--- src/rtl/bk_add_sequencer_if.sv ---
// Request/response channels of the wide add/subtract sequencer.
// The issuing logic holds the master side; the sequencer holds the slave side.
interface bk_add_sequencer_if #(
  parameter int W = 64
);
  logic         req_valid;
  logic         req_ready;
  logic [W-1:0] req_a;
  logic [W-1:0] req_b;
  logic         req_sub;
  logic         req_cin;

  logic         rsp_valid;
  logic         rsp_ready;
  logic [W-1:0] rsp_sum;
  logic         rsp_cout;
  logic         rsp_ovf;

  modport master (
    output req_valid, req_a, req_b, req_sub, req_cin, rsp_ready,
    input  req_ready, rsp_valid, rsp_sum, rsp_cout, rsp_ovf
  );

  modport slave (
    input  req_valid, req_a, req_b, req_sub, req_cin, rsp_ready,
    output req_ready, rsp_valid, rsp_sum, rsp_cout, rsp_ovf
  );
endinterface

--- src/rtl/bk_add_sequencer.sv ---
// Wide add/subtract controller: streams W-bit operands through one external
// N-bit adder, LSB slice first, chaining the carry between slices.
module bk_add_sequencer #(
  parameter int N = 16,
  parameter int W = 64
) (
  input  logic                clk,
  input  logic                rst_n,
  bk_add_sequencer_if.slave   bus,
  output logic [N-1:0]        add_a,
  output logic [N-1:0]        add_b,
  output logic                add_cin,
  input  logic [N:0]          add_sum
);

  localparam int K     = W / N;
  localparam int IDX_W = (K > 1) ? $clog2(K) : 1;
  localparam logic [IDX_W-1:0] LAST_IDX = IDX_W'(K - 1);

  typedef enum logic [1:0] {
    IDLE,
    RUN,
    DONE
  } state_t;

  state_t                state;
  state_t                state_next;
  logic [K-1:0][N-1:0]   a_reg;
  logic [K-1:0][N-1:0]   b_reg;
  logic [K-1:0][N-1:0]   sum_reg;
  logic                  carry;
  logic [IDX_W-1:0]      idx;

  // NOTE: sequential state uses non-blocking assignments so every register
  // samples pre-edge values regardless of statement order.
  always_ff @(posedge clk or negedge rst_n) begin
    if (!rst_n) begin
      state <= IDLE;
    end else begin
      state <= state_next;
    end
  end

  // NOTE: every combinational output gets a default before the case so no
  // path leaves it unassigned and a latch can never be inferred.
  always_comb begin
    state_next = state;
    unique case (state)
      IDLE:    if (bus.req_valid)   state_next = RUN;
      RUN:     if (idx == LAST_IDX) state_next = DONE;
      DONE:    if (bus.rsp_ready)   state_next = IDLE;
      default:                      state_next = IDLE;
    endcase
  end

  // NOTE: the operand and result registers are reset too, because the
  // response outputs expose them directly and must read zero after reset.
  always_ff @(posedge clk or negedge rst_n) begin
    if (!rst_n) begin
      a_reg   <= '0;
      b_reg   <= '0;
      sum_reg <= '0;
      carry   <= 1'b0;
      idx     <= '0;
    end else begin
      unique case (state)
        IDLE: begin
          if (bus.req_valid) begin
            a_reg <= bus.req_a;
            // Subtraction is A + ~B + 1: invert B here and force the carry-in.
            b_reg <= bus.req_sub ? ~bus.req_b : bus.req_b;
            carry <= bus.req_sub | bus.req_cin;
            idx   <= '0;
          end
        end
        RUN: begin
          sum_reg[idx] <= add_sum[N-1:0];
          carry        <= add_sum[N];
          idx          <= (idx == LAST_IDX) ? '0 : idx + IDX_W'(1);
        end
        default: ;
      endcase
    end
  end

  // The adder is idle-quiet: its inputs are zero whenever no slice is in flight.
  always_comb begin
    add_a   = '0;
    add_b   = '0;
    add_cin = 1'b0;
    if (state == RUN) begin
      add_a   = a_reg[idx];
      add_b   = b_reg[idx];
      add_cin = carry;
    end
  end

  assign bus.req_ready = (state == IDLE);
  assign bus.rsp_valid = (state == DONE);
  assign bus.rsp_sum   = sum_reg;
  assign bus.rsp_cout  = carry;
  assign bus.rsp_ovf   = (a_reg[K-1][N-1] == b_reg[K-1][N-1]) &&
                         (sum_reg[K-1][N-1] != a_reg[K-1][N-1]);

endmodule
--- src/flat_wrapper.sv ---
// flat-port wrapper written by rule: the top's interface ports become plain ports
module bk_add_sequencer_flat 
#(
  parameter int N = 16,
  parameter int W = 64
)
  (clk, rst_n, add_a, add_b, add_cin, add_sum, bus_req_valid, bus_req_a, bus_req_b, bus_req_sub, bus_req_cin, bus_rsp_ready, bus_req_ready, bus_rsp_valid, bus_rsp_sum, bus_rsp_cout, bus_rsp_ovf);
  bk_add_sequencer_if #(.W(W)) bus_i ();
  input  logic clk;
  input  logic rst_n;
  output logic [N-1:0] add_a;
  output logic [N-1:0] add_b;
  output logic add_cin;
  input  logic [N:0] add_sum;
  input wire logic [$bits(bus_i.req_valid)-1:0] bus_req_valid;
  input wire logic [$bits(bus_i.req_a)-1:0] bus_req_a;
  input wire logic [$bits(bus_i.req_b)-1:0] bus_req_b;
  input wire logic [$bits(bus_i.req_sub)-1:0] bus_req_sub;
  input wire logic [$bits(bus_i.req_cin)-1:0] bus_req_cin;
  input wire logic [$bits(bus_i.rsp_ready)-1:0] bus_rsp_ready;
  output wire logic [$bits(bus_i.req_ready)-1:0] bus_req_ready;
  output wire logic [$bits(bus_i.rsp_valid)-1:0] bus_rsp_valid;
  output wire logic [$bits(bus_i.rsp_sum)-1:0] bus_rsp_sum;
  output wire logic [$bits(bus_i.rsp_cout)-1:0] bus_rsp_cout;
  output wire logic [$bits(bus_i.rsp_ovf)-1:0] bus_rsp_ovf;
  assign bus_i.req_valid = bus_req_valid;
  assign bus_i.req_a = bus_req_a;
  assign bus_i.req_b = bus_req_b;
  assign bus_i.req_sub = bus_req_sub;
  assign bus_i.req_cin = bus_req_cin;
  assign bus_i.rsp_ready = bus_rsp_ready;
  assign bus_req_ready = bus_i.req_ready;
  assign bus_rsp_valid = bus_i.rsp_valid;
  assign bus_rsp_sum = bus_i.rsp_sum;
  assign bus_rsp_cout = bus_i.rsp_cout;
  assign bus_rsp_ovf = bus_i.rsp_ovf;
  bk_add_sequencer #(.N(N), .W(W)) u_core (.clk(clk), .rst_n(rst_n), .bus(bus_i), .add_a(add_a), .add_b(add_b), .add_cin(add_cin), .add_sum(add_sum));
endmodule
--- config.mk ---
export PLATFORM = sky130hd
export DESIGN_NAME = bk_add_sequencer_flat
export DESIGN_NICKNAME = d
export VERILOG_FILES = /design/src/rtl/bk_add_sequencer_if.sv /design/src/rtl/bk_add_sequencer.sv /design/src/flat_wrapper.sv
export SDC_FILE = /design/constraint.sdc
export NUM_CORES = 1
export LEC_CHECK = 0
export ABC_AREA = 1
export CAP_MARGIN = 0
export CELL_PAD_IN_SITES_DETAIL_PLACEMENT = 0
export CELL_PAD_IN_SITES_GLOBAL_PLACEMENT = 1
export CORE_ASPECT_RATIO = 2
export CORE_MARGIN = 10
export CORE_UTILIZATION = 35
export DETAILED_ROUTE_END_ITERATION = 8
export MAX_ROUTING_LAYER = met4
export PLACE_DENSITY = 0.81
export SKIP_LAST_GASP = 1
export SYNTH_ARGS = -nofsm -noshare
export SYNTH_HDL_FRONTEND = slang
export SYNTH_SLANG_ARGS = --single-unit
--- constraint.sdc ---
create_clock -name clk -period 1.9 [get_ports clk]
set_clock_uncertainty 0.05 [all_clocks]
set_input_delay 0.38 -clock clk [delete_from_list [all_inputs] [get_ports clk]]
set_output_delay 0.38 -clock clk [all_outputs]
set_load 0.02 [all_outputs]
==> summary.txt <==
Status
  – Status: finished, violations left
  – Failing checks: setup timing

Yosys
  – Synth cell types: 22
  – Number of synthesized flops with an enable pin: 0
  – Multiplexer share of the synthesized area: 0
  – Synth Area in Compound Gates: 0.134
  – Synth top area cells: dfrtp_1 (52%), nand2_1 (10%), o21ai_0 (6.0%)
  – Synth top area share: 0.524
  – Cell taking the most area after synthesis: dfrtp_1
  – Mapped Nets: roughly 1300
  – Syn. warnings: 0
  – Post-synthesis adder-cell area fraction: 0.00532
  – Post-synth top cells: nand2_1 (263), dfrtp_1 (197), inv_1 (148), o21ai_0 (112), nor2_1 (69)
  – Largest family of logic cells by synthesized area: simple AND/OR/NAND/NOR gates
  – Mapped cell area: around 0.0094 mm2
  – Synthesized flop and latch total: ~200
  – Syn Inst Count: between 1000 and 1500
  – Post-synthesis xor/xnor area fraction: 0.0596
  – Cell with the most instances after synthesis: nand2_1
  – Top FF cell, synth: dfrtp_1
  – Synthesized-area fraction occupied by and/or/nand/nor cells: 0.173
  – Asr flop ratio synth: 1.00
  – Seq/Total Area, Yosys: 0.524
  – Avg Inst Size Synth: roughly 8.4 um2

Placement
  – Pre-CTS setup slack: -0.391 ns
  – Gpl congestion: around 1.0
  – Dpl cells: between 1500 and 2000
  – # port buffers: 251
  – Post-DP HPWL: approximately 26000 um

Detailed routing
  – Routed Antenna Nets: 0
  – Drt total wl: between 30000 and 40000 um
  – # DRC: 0
  – Drt first pass iters: 6
  – Avg WL per Cell: slightly below 20 um
  – Iter 0 DRT Violations: ~380
  – Via density: between 4 and 5
  – Vias: just over 8000

Timing
  – Minimum clock period after layout: around 2.2 ns
  – Pins over their slew limit: 0
  – Worst-margin pin slew: 0.474 ns
  – Final Setup Violations: 33
  – F_max: 0.459 GHz
  – Slew headroom: 0.684
  – Fin worst setup slack: -0.281 ns
  – Total negative setup slack: -6.92 ns
  – Final worst path period share: 1.15
  – Final hold slack: between 0.3 and 0.4 ns
  – RSZ-0062 raised after global routing: yes
  – Final hold violations: 0

Power
  – Static Leak: 6.61 nW
  – Peak supply drop: roughly 1100 uV
  – PD cells: roughly 1800 mW/mm2

Clock network
  – Clock Path Buffers: 2
  – Inserted Clock Buffers: 17
  – CTS tree: yes
  – Clock Tree Root: clkbuf_16
  – CTS sink cnt: 197
  – H-Tree Depth: 4
  – Clk pin slew, worst setup/hold paths: roughly 0.070 ns
  – Clk Latency, worst-skew pair: between 0.4 and 0.5 ns

Finish
  – Area grow syn2layout: 43.9%
  – Layout cell share with drive strength beyond 1: 0.153
  – Filler Cell Count: roughly 2500
  – Final cell count without fillers: 1743
  – Fin nets: about 1500

Global route
  – Initial antenna violation count: 1
  – Largest net degree at the start of global routing: 67
  – First-pass GRT wire length: between 40000 and 50000 um
  – GRT overflow: 0
  – Tot GR Track Use: 0.197
  – Vias in the first global route: just over 8000

Floorplanning
  – Die area: approximately 0.034 mm2
  – Row Count: 84
  – Area of the core: between 0.02 and 0.03 mm2
  – Die W: 136 um
  – Initial Util: 0.357
  – Die Ht: roughly 250 um
  – IO Pins: between 200 and 300

Worst setup path
  – Crit. End Element: output port
  – Crit Path Max Fanout: 15
  – Setup crit start kind: register
  – WP data required: ~1.5 ns
  – CP Data Arrival Time: between 1.5 and 2 ns
  – Critical Setup Path Class: register to output port

Min path
  – Min-delay worst type: input port to asynchronous set/reset pin

Run
  – Max-Cap Viols: 0
routing by layer:
layer / vias up / global-route usage / wire length (um)
met2: 250 / 0.376 / 19500
met3: 48 / 0.0456 / 2010
met5: - / - / 0
met1: 3868 / 0.177 / 11000
li1: 3999 / - / -
met4: 0 / 0.0841 / 947
final timing paths:
path,from,endpoint,slack [ns],cells past startpoint
setup reg to reg,u_core.idx[0]$_DFFE_PN0P_,u_core.idx[0]$_DFFE_PN0P_,0.15,5
hold reg to reg,u_core.bus.rsp_sum[48]$_DFFE_PN0P_,u_core.bus.rsp_sum[48]$_DFFE_PN0P_,0.43,2
max in group asynchronous,rst_n,u_core.idx[0]$_DFFE_PN0P_,0.82,3
setup / recovery,u_core.idx[0]$_DFFE_PN0P_,add_b[1],-0.28,7
hold / removal,rst_n,u_core.b_reg[46]$_DFFE_PN0P_,0.39,2
min in group clk,u_core.bus.rsp_sum[48]$_DFFE_PN0P_,u_core.bus.rsp_sum[48]$_DFFE_PN0P_,0.43,2
critical path, cell delays in order, from the launching register on:
cell and delay, ns:
dfrtp_2 0.47, inv_4 0.10, buf_12 0.16, buf_4 0.13, nand2_1 0.05, nand3_1 0.08
a21oi_2 0.17, buf_6 0.14
final cells by class:
cell class / instances / area [um2] / area share
inverter: 149 / 564 / 0.0417
tap: 344 / 430 / 0.0318
antenna: 1 / 2.50 / 0.000185
multi-input combinational: 702 / 3670 / 0.271
sequential: 197 / 4930 / 0.364
clock inverter: 14 / 199 / 0.0147
clock buffer: 18 / 429 / 0.0317
timing repair buffer: 318 / 3310 / 0.245
cell families after synthesis:
family	count (synthesis)
AOI/OAI and AO/OA	229
xor gates and xnor gates	64
adders and majority gates	4
buffers and inverters	220
DFF	197
and+or+nand+nor	405
power breakdown:
group          internal, W  switching (W)  leakage, nW
Combinational      0.00543        0.00779         3.98
Clock              0.00222        0.00167        0.299
Sequential         0.00622       0.000891         2.33
Total               0.0139         0.0104         6.61
metrics by stage:
step,instance area (um2),util,total power [W]
floorplan,9410,-,0.0139
global placement,12500,0.474,0.0195
detailed placement,12500,0.474,0.0196
CTS,13200,0.500,0.0237
global route,13500,0.513,0.0259
finish,13500,0.513,0.0242
placed cells by master (no fill, tap or decap), drive strengths merged:
cell type / netlist / routed
dlygate4sd2: 0 / 16
nand2: 269 / 269
clkinvlp: 0 / 3
clkbuf: 17 / 24
bufbuf: 0 / 1
dlymetal6s2s: 0 / 18
inv: 149 / 153
a21oi: 97 / 97
bufinv: 0 / 4
nor2: 70 / 70
clkdlybuf4s50: 0 / 179
nand3: 65 / 65
or2: 1 / 1
xnor2: 64 / 64
diode: 0 / 1
dfrtp: 197 / 197
buf: 54 / 97
ha: 4 / 4
o211ai: 1 / 1
o31ai: 1 / 1
clkinv: 0 / 3
o21ai: 130 / 130
dlygate4sd3: 0 / 1
what timing repair did:
item                                    4_1_cts  5_1_grt
buffers inserted                              0        5
endpoints found under the hold margin        37        0
endpoints found under the setup margin       52       70
resized for setup                           206       79
pin swaps                                     4       11
cloned                                        2        3
hold buffers                                  1        0
Note: power is estimated with default switching activity, not from simulation.
